## src/rtl/dac_sample_scheduler.sv

```systemverilog
// ---------------------------------------------------------------------------
// dac_sample_scheduler
//   Paces audio samples into the sigma-delta DAC at a fixed sample rate.
//   Producers push codes over valid/ready into a small FIFO. Once the FIFO
//   has buffered START_LEVEL entries, one code is popped per sample period
//   and presented on the registered DAC code output. Starved sample periods
//   hold the last code and are counted; a disabled scheduler outputs
//   midscale with the FIFO flushed.
//
// Ports
//   clk            system clock
//   rst            asynchronous, active-high reset
//   enable         playback enable; low flushes the FIFO and forces midscale
//   sample_data    unsigned sample code from the producer
//   sample_valid   producer has a sample
//   sample_ready   FIFO accepts sample_data this cycle
//   code           registered code to the DAC
//   sample_tick    1-cycle pulse on the last cycle of each sample period
//   underrun_clr   clears underrun_count (wins over a same-cycle increment)
//   underrun_count saturating count of starved sample ticks
//   fifo_level     current FIFO occupancy
// ---------------------------------------------------------------------------
module dac_sample_scheduler #(
    parameter int unsigned CODE_WIDTH      = 10,
    parameter int unsigned CLKS_PER_SAMPLE = 2834,
    parameter int unsigned FIFO_DEPTH      = 8,
    parameter int unsigned START_LEVEL     = 4
) (
    input  logic                        clk,
    input  logic                        rst,
    input  logic                        enable,
    input  logic [CODE_WIDTH-1:0]       sample_data,
    input  logic                        sample_valid,
    output logic                        sample_ready,
    output logic [CODE_WIDTH-1:0]       code,
    output logic                        sample_tick,
    input  logic                        underrun_clr,
    output logic [15:0]                 underrun_count,
    output logic [$clog2(FIFO_DEPTH):0] fifo_level
);

    localparam int unsigned LEVEL_W = $clog2(FIFO_DEPTH) + 1;
    localparam int unsigned PTR_W   = $clog2(FIFO_DEPTH);
    localparam int unsigned CNT_W   = $clog2(CLKS_PER_SAMPLE);

    localparam logic [CODE_WIDTH-1:0] MID       = {1'b1, {(CODE_WIDTH-1){1'b0}}};
    localparam logic [CNT_W-1:0]      CNT_LAST  = CNT_W'(CLKS_PER_SAMPLE - 1);
    localparam logic [LEVEL_W-1:0]    LVL_FULL  = LEVEL_W'(FIFO_DEPTH);
    localparam logic [LEVEL_W-1:0]    LVL_START = LEVEL_W'(START_LEVEL);
    localparam logic [15:0]           URUN_MAX  = 16'hFFFF;

    typedef enum logic [1:0] {
        IDLE    = 2'd0,
        FILL    = 2'd1,
        RUN     = 2'd2,
        STARVED = 2'd3
    } state_t;

    state_t               state;
    logic [CNT_W-1:0]     count;
    logic [PTR_W-1:0]     wr_ptr;
    logic [PTR_W-1:0]     rd_ptr;
    logic [CODE_WIDTH-1:0] mem [FIFO_DEPTH];

    logic playing;
    logic push;
    logic pop;
    logic starve;

    // Sample-period decode from the registered tick counter.
    assign playing     = (state == RUN) || (state == STARVED);
    assign sample_tick = playing && (count == CNT_LAST);

    // No full bypass: a same-cycle pop does not open a slot.
    assign sample_ready = enable && (state != IDLE) && (fifo_level < LVL_FULL);
    assign push         = sample_valid && sample_ready;

    // RUN pops whatever is buffered; STARVED waits for a refill to START_LEVEL.
    always_comb begin
        pop = 1'b0;
        if (sample_tick && enable) begin
            if (state == RUN)
                pop = (fifo_level != '0);
            else
                pop = (fifo_level >= LVL_START);
        end
    end

    // Every tick that does not pop is a starved sample period.
    assign starve = sample_tick && enable && !pop;

    // FIFO storage; occupancy and pointers live with the FSM below.
    always_ff @(posedge clk) begin
        if (push)
            mem[wr_ptr] <= sample_data;
    end

    // Playback FSM, tick counter, FIFO bookkeeping and output code.
    always_ff @(posedge clk or posedge rst) begin
        if (rst) begin
            state          <= IDLE;
            count          <= '0;
            code           <= MID;
            wr_ptr         <= '0;
            rd_ptr         <= '0;
            fifo_level     <= '0;
            underrun_count <= '0;
        end else begin
            if (underrun_clr)
                underrun_count <= '0;
            else if (starve && (underrun_count != URUN_MAX))
                underrun_count <= underrun_count + 16'd1;

            if (!enable) begin
                // Flush; any pop pending this cycle is dropped.
                state      <= IDLE;
                count      <= '0;
                code       <= MID;
                wr_ptr     <= '0;
                rd_ptr     <= '0;
                fifo_level <= '0;
            end else begin
                if (push)
                    wr_ptr <= wr_ptr + PTR_W'(1);

                if (pop) begin
                    rd_ptr <= rd_ptr + PTR_W'(1);
                    code   <= mem[rd_ptr];
                end

                case ({push, pop})
                    2'b10:   fifo_level <= fifo_level + LEVEL_W'(1);
                    2'b01:   fifo_level <= fifo_level - LEVEL_W'(1);
                    default: fifo_level <= fifo_level;
                endcase

                // Counter is parked at 0 until playback, so RUN starts a full period.
                if (!playing || sample_tick)
                    count <= '0;
                else
                    count <= count + CNT_W'(1);

                case (state)
                    IDLE:    state <= FILL;
                    FILL:    if (fifo_level >= LVL_START) state <= RUN;
                    RUN:     if (sample_tick && !pop) state <= STARVED;
                    STARVED: if (pop) state <= RUN;
                    default: state <= IDLE;
                endcase
            end
        end
    end

endmodule

```

## config.mk

```make
export PLATFORM = sky130hd
export DESIGN_NAME = dac_sample_scheduler
export DESIGN_NICKNAME = d
export VERILOG_FILES = /design/src/rtl/dac_sample_scheduler.sv
export SDC_FILE = /design/constraint.sdc
export NUM_CORES = 1
export LEC_CHECK = 0
export CORE_MARGIN = 10
export CORE_UTILIZATION = 52
export CTS_CLUSTER_DIAMETER = 80
export CTS_CLUSTER_SIZE = 28
export DETAILED_ROUTE_END_ITERATION = 8
export PLACE_DENSITY_LB_ADDON = 0.25
export SLEW_MARGIN = 20
export SYNTH_ARGS = -nofsm -noshare
export SYNTH_HDL_FRONTEND = slang
export SYNTH_SLANG_ARGS = --single-unit
```

## constraint.sdc

```tcl
create_clock -name clk -period 2.4 [get_ports clk]
set_clock_uncertainty 0.05 [all_clocks]
set_input_delay 0.6 -clock clk [delete_from_list [all_inputs] [get_ports clk]]
set_output_delay 0.6 -clock clk [all_outputs]
set_load 0.005 [all_outputs]
```

==> flow_metrics.tcl, run 1 <==
set metrics [dict create \
    synth_nets 418 \
    drtPass1Iterations 5 \
    regArea_um2 3656 \
    drt-initial-drc-count 375 \
    ant_nets 0 \
    p_int_w 0.003828 \
    dpl.hpwl_mm 7.905 \
    syn_inst 396 \
    vias 3701 \
    cp-start-kind "flop" \
    cts-htree-levels 4 \
    routedWlPerCell_um 18.56 \
    ios 47 \
    grt_antenna_before_repair 0 \
    pwr_density_cell_nw_per_um2 659.5 \
    max_freq_mhz 372.2 \
    hold_ws_ns 0.4030 \
    grt_pass1_vias 3803 \
    rsz0062_at_grt "true" \
    yosysUniqueCellTypes 51 \
    drive_gt1_share_pct 28.16 \
    chipWidth_um 124.8 \
    worst_pin_slew_ns 0.3959 \
    final.period_utilization_pct 112.0 \
    design.core.area_um2 10790 \
    cts_tree "yes" \
    drt-total-wl_mm 12.16 \
    area_delta_synth_final_pct 29.10 \
    netlist_area_um2 5710 \
    multi_input_area_um2 2038 \
    arrival_ns 2.04 \
    post-place-cells 616 \
    die_h_um 124.8 \
    clk_pin_slew_ns 0.06 \
    rows 38 \
    ys_seq_elements 130 \
    cts_root_buf "clkbuf_8" \
    drv_slew 0 \
    synth_area_per_cell_um2 14.42 \
    violations "setup timing" \
    status "finished with violations" \
    port_buffers 46 \
    worst_hold_path_type "primary input to async pin" \
    worst_slack_ns -0.2869 \
    cp-end-kind "primary output" \
    crit_required_ns 1.75 \
    antenna_cells 0 \
    comb_power_share_pct 2.8 \
    synth_flop_cell "edfxtp_1" \
    cts_buffers 17 \
    place_congestion 0.8528 \
    crit_fanout 2 \
    grt_max_degree 51 \
    power_leakage_nw 2.777 \
    vias_per_cell 5.650 \
    ir_worst_vdd_mv 0.7383 \
    ys_warn_count 0 \
    seq_power_share_pct 49.4 \
    clock_latency_ns 0.51 \
    slew_headroom_pct 73.61 \
    clock_power_share_pct 47.7 \
    track_usage_pct 15.81 \
    cts_num_sinks 130 \
    clock_path_buffers 2 \
    p_switching_w 0.001034 \
    setup_viol 5 \
    ys_seq_area_share_pct 64.00 \
    criticalPathCategory "flop to primary output" \
    async_reset_ff_share_pct 38.46 \
    maxCapViolCount 0 \
    fillers 745 \
    min_period_ns 2.687 \
    die_area_um2 15570 \
    nets 524 \
    total_power_w 0.004862 \
    stdcell_count 655 \
    hold_violations 0 \
    swShare_pct 21.27 \
    grt_pass1_wl_mm 19.86 \
    drc 0 \
    grt_overflow 0 \
    hold_buffers 0 \
    synth_edf_count 80 \
    start_util_pct 52.91 \
]
[cell families after synthesis]
family,Yosys count,share of synthesized area [%]
XOR/XNOR,18,2.761
AO/OA/AOI/OAI,43,4.908
buffers and inverters,25,1.972
multiplexers,39,11.39
AND/OR/NAND/NOR,134,13.43
adder cells (fa/ha/maj),7,1.534
flip-flops,130,64.00
[synthesized netlist by cell type (all sizes together), types with 2 or more instances]
cell type | number | area (um2)
inv | 6 | 22.52
nor4 | 3 | 33.78
edfxtp | 80 | 2402
and4 | 6 | 52.55
ha | 7 | 87.58
mux2i | 11 | 110.1
nand3 | 20 | 100.1
and3 | 12 | 77.57
nor3 | 4 | 20.02
nand2b | 3 | 18.77
buf | 8 | 48.79
o21ai | 21 | 108.9
and2 | 6 | 37.54
a22o | 2 | 18.77
nor2b | 7 | 43.79
xor2 | 5 | 43.79
a31o | 2 | 17.52
nand2 | 14 | 52.55
clkbuf | 11 | 41.29
o211ai | 2 | 15.01
xnor2 | 13 | 113.9
mux4 | 20 | 450.4
mux2 | 8 | 90.09
nor4b | 3 | 26.28
or3 | 5 | 31.28
nand4 | 7 | 43.79
nor3b | 5 | 37.54
a31oi | 2 | 12.51
a21oi | 8 | 40.04
nor2 | 32 | 120.1
nand4b | 2 | 17.52
a21boi | 2 | 15.01
dfrtp | 49 | 1226
[cell type report]
| cell class | count | share of cell area, % |
|---|---|---|
| timing repair buffer | 106 | 12.81 |
| sequential | 130 | 49.59 |
| inverter | 6 | 0.3055 |
| tap | 140 | 2.376 |
| clock inverter | 12 | 1.494 |
| clock buffer | 20 | 5.771 |
| multi-input combinational | 241 | 27.65 |
[power by group through the flow]
stage,Sequential (W),Clock [W],Combinational [W]
finish,0.00240,0.00232,0.000137
global route,0.00240,0.00247,0.000153
CTS,0.00240,0.00236,0.000139
detailed placement,0.00245,0,0.000140
global placement,0.00245,0,0.000136
floorplan,0.00245,0,0.0000615
[worst max-delay path: stages (launching register included)]
cell and delay (ns):
dfrtp_1 0.38, or4b_4 0.57, or3_4 0.35, nor2_2 0.11
buf_2 0.12
[flip-flops by register name, indices dropped and copies added (netlist names)]
name and cells:
code 10, state 2, rd_ptr 3, wr_ptr 3
mem 80, count 12, fifo_level 4, underrun_count 16
[through the flow]
| step | TNS (ns) | setup WS [ns] | util (%) | area [um2] |
|---|---|---|---|---|
| finish | -0.6271 | -0.2869 | 68.31 | 7372 |
| global route | -1.346 | -0.3410 | 68.31 | 7372 |
| CTS | -0.7767 | -0.2956 | 67.82 | 7320 |
| detailed placement | -15.77 | -0.5167 | 62.30 | 6724 |
| global placement | -11.69 | -0.4204 | 62.30 | 6724 |
| floorplan | -9.544 | -0.3547 | - | 5743 |
[routing by layer]
layer / track usage, % / part of all wire (%) / vias up / wire length (um)
met1: 19.00 / 41 / 1859 / 5013
met2: 26.49 / 52 / 110 / 6315
met4: 5.552 / 0.86 / 0 / 105
met5: 0 / 0 / - / 0
met3: 4.553 / 6.0 / 8 / 725
li1: - / - / 1724 / -
[path summary, 6_finish.rpt]
kind                                start       endpoint  slack, ns  depth (start not counted)
worst max-delay path            count[10]    sample_tick      -0.29                          4
min in group clk                  code[1]        code[1]       0.46                          2
worst max register to register  count[10]  fifo_level[2]      -0.23                          9
worst min register to register    code[1]        code[1]       0.46                          2
max in group asynchronous             rst        code[9]       1.61                          3
worst min-delay path                  rst        code[3]       0.40                          3
[timing repair]
action,4_1_cts,5_1_grt
gates resized for setup,16,6
endpoints found under the setup margin,4,19
pin swaps,4,7
buffers inserted,3,4
[cell usage in the layout, fill, tap and decap left out, drive strengths merged, types with 4 or more instances in the layout]
cell type,netlist,layout
clkdlybuf4s50,0,43
or3,5,5
and2,6,6
mux4,20,20
nand2,14,14
nand4,7,7
xor2,5,5
ha,7,7
and3,12,12
nor2,32,32
and4,6,6
a21oi,8,8
edfxtp,80,80
nor3b,5,5
clkbuf,11,20
xnor2,13,13
dfrtp,49,49
buf,8,61
nand3,20,20
clkinv,0,6
nor2b,7,7
mux2,8,8
inv,6,8
o21ai,21,21
nor3,4,4
mux2i,11,11
Note: power is estimated with default switching activity, not from simulation.
==> run 2, diff against run 1 <==
--- a/config.mk
+++ b/config.mk
@@ -5,8 +5,10 @@
 export SDC_FILE = /design/constraint.sdc
 export NUM_CORES = 1
 export LEC_CHECK = 0
+export CELL_PAD_IN_SITES_DETAIL_PLACEMENT = 2
+export CELL_PAD_IN_SITES_GLOBAL_PLACEMENT = 2
 export CORE_MARGIN = 10
-export CORE_UTILIZATION = 52
+export CORE_UTILIZATION = 37
 export CTS_CLUSTER_DIAMETER = 80
 export CTS_CLUSTER_SIZE = 28
 export DETAILED_ROUTE_END_ITERATION = 8
==> run 2 against run 1 <==
  * Clock power up 16%
  * Worst hold slack gained 0.072 ns
  * Cell area grew 3.3%
  * Critical endpoint is now fifo_level[2]
  * Non-clock buffer count increased by 3
  * Final cell count up 7.8%
  * Wire length grew 33%
  * Largest cell class unchanged
  * Clock-buffer cell count decreased by 3
  * The flow still finishes with violations (setup timing)
==> flow_metrics.tcl, run 2 (synthesized netlist as in run 1, its figures left out) <==
set metrics [dict create \
    status "finished with violations" \
    violations "setup timing" \
    vias_per_cell 5.441 \
    drv_slew 0 \
    clk_pin_slew_ns 0.06 \
    drt-initial-drc-count 229 \
    ios 47 \
    clock_path_buffers 2 \
    die_area_um2 20800 \
    worst_pin_slew_ns 0.5316 \
    clock_latency_ns 0.43 \
    rrSetupSlack_ns -0.30 \
    antenna_cells 0 \
    routedWlPerCell_um 22.85 \
    place_congestion 0.7648 \
    area_delta_synth_final_pct 33.35 \
    worst_hold_path_type "primary input to flop" \
    ant_nets 0 \
    timing.rr.end "fifo_level[2]" \
    hold_violations 0 \
    max_freq_mhz 370.2 \
    crit_fanout 4 \
    hold_buffers 0 \
    rows 45 \
    drc 0 \
    die_h_um 144.2 \
    grt_overflow 0 \
    drt-total-wl_mm 16.13 \
    dpl.hpwl_mm 10.76 \
    cts_root_buf "clkbuf_16" \
    rsz0062_at_grt "true" \
    layout_commonest_cell "edfxtp_1" \
    final_cell_mix "edfxtp_1 (80), buf_4 (56), dfrtp_1 (48)" \
    cts_num_sinks 130 \
    maxCapViolCount 0 \
    cts_buffers 17 \
    post-place-cells 668 \
    grt_max_degree 24 \
    top_regs "mem (80), underrun_count (16), count (12)" \
    cts_tree "yes" \
    criticalPathCategory "flop to flop" \
    cp-start-kind "flop" \
    dp_slack_ns -0.5684 \
    grt_pass1_vias 4352 \
    stdcell_count 706 \
    crit_required_ns 2.65 \
    grt_antenna_before_repair 0 \
    drive_gt1_share_pct 31.27 \
    setup_viol 3 \
    ir_worst_vdd_mv 0.4957 \
    chipWidth_um 144.2 \
    track_usage_pct 16.36 \
    cts-htree-levels 4 \
    hold_ws_ns 0.4751 \
    power_leakage_nw 2.869 \
    grt_pass1_wl_mm 25.45 \
    start_util_pct 37.70 \
    reg2reg_depth 9 \
    nets 527 \
    final.period_utilization_pct 112.6 \
    min_period_ns 2.701 \
    worst_slack_ns -0.3014 \
    r2r_start "count[10]" \
    cp-end-kind "flop" \
    min_delay_path_depth 2 \
    arrival_ns 2.96 \
    regMostFlops "mem" \
    vias 3841 \
    holdPathEnd "state[1]" \
    slew_headroom_pct 64.08 \
    port_buffers 46 \
    pwr_density_cell_nw_per_um2 689.2 \
    drtPass1Iterations 4 \
    final_core_util_pct 50.28 \
    largest_reg_flops 80 \
    min_from "enable" \
    design.core.area_um2 15150 \
]
==> run 2: cell type report <==
type,instances,area [um2]
multi-input combinational,241,2106
clock inverter,15,187.7
tap,188,235.2
sequential,130,3656
fill,1413,7531
clock buffer,17,425.4
inverter,6,22.52
timing repair buffer,109,982.2
==> run 2: worst max path at each step <==
| stage | start | to | cells after the start | slack (ns) |
|---|---|---|---|---|
| 6_report | count[10] | fifo_level[2] | 9 | -0.30 |
| 3_5_place_dp | enable | fifo_level[2] | 9 | -0.57 |
| 5_1_grt | count[10] | fifo_level[3] | 11 | -0.40 |
| 2_1_floorplan | enable | mem[5][0] | 4 | -0.35 |
| 4_1_cts | count[10] | fifo_level[2] | 9 | -0.26 |
| 3_3_place_gp | enable | mem[5][4] | 7 | -0.50 |
==> run 2: stage by stage <==
| step | TNS (ns) | cell area (um2) | power (W) |
|---|---|---|---|
| after floorplan | -9.544 | 5743 | 0.002507 |
| after global placement | -24.53 | 6814 | 0.002587 |
| after detailed placement | -33.93 | 6814 | 0.002599 |
| after CTS | -1.341 | 7493 | 0.005301 |
| after global routing | -1.969 | 7615 | 0.005422 |
| final | -0.7228 | 7615 | 0.005248 |
==> run 2: power breakdown <==
part	internal, W	switching [W]
sequential	0.00239	0.00000888
combinational	0.0000650	0.0000934
clock	0.00158	0.00110
==> run 2: repair_timing <==
item,4_1_cts,5_1_grt
pin swaps,1,8
resized for setup,17,22
hold endpoints to repair,0,0
setup buffers,4,4
setup endpoints to repair,44,30
==> run 2: layer usage <==
metal / global-route usage [%] / wire length [um]
met5: 0 / 0
met4: 5.638 / 254
met3: 3.772 / 621
met2: 29.32 / 8591
met1: 18.70 / 6661
==> run 2: critical path: stages, from the launching register on <==
cell and delay (ns):
dfrtp_1 0.38, or4b_4 0.56, buf_6 0.15, nor4_4 0.25, nand3_2 0.15, xnor2_2 0.19
ha_4 0.19, and2b_1 0.17, a22o_1 0.23, a211o_1 0.26
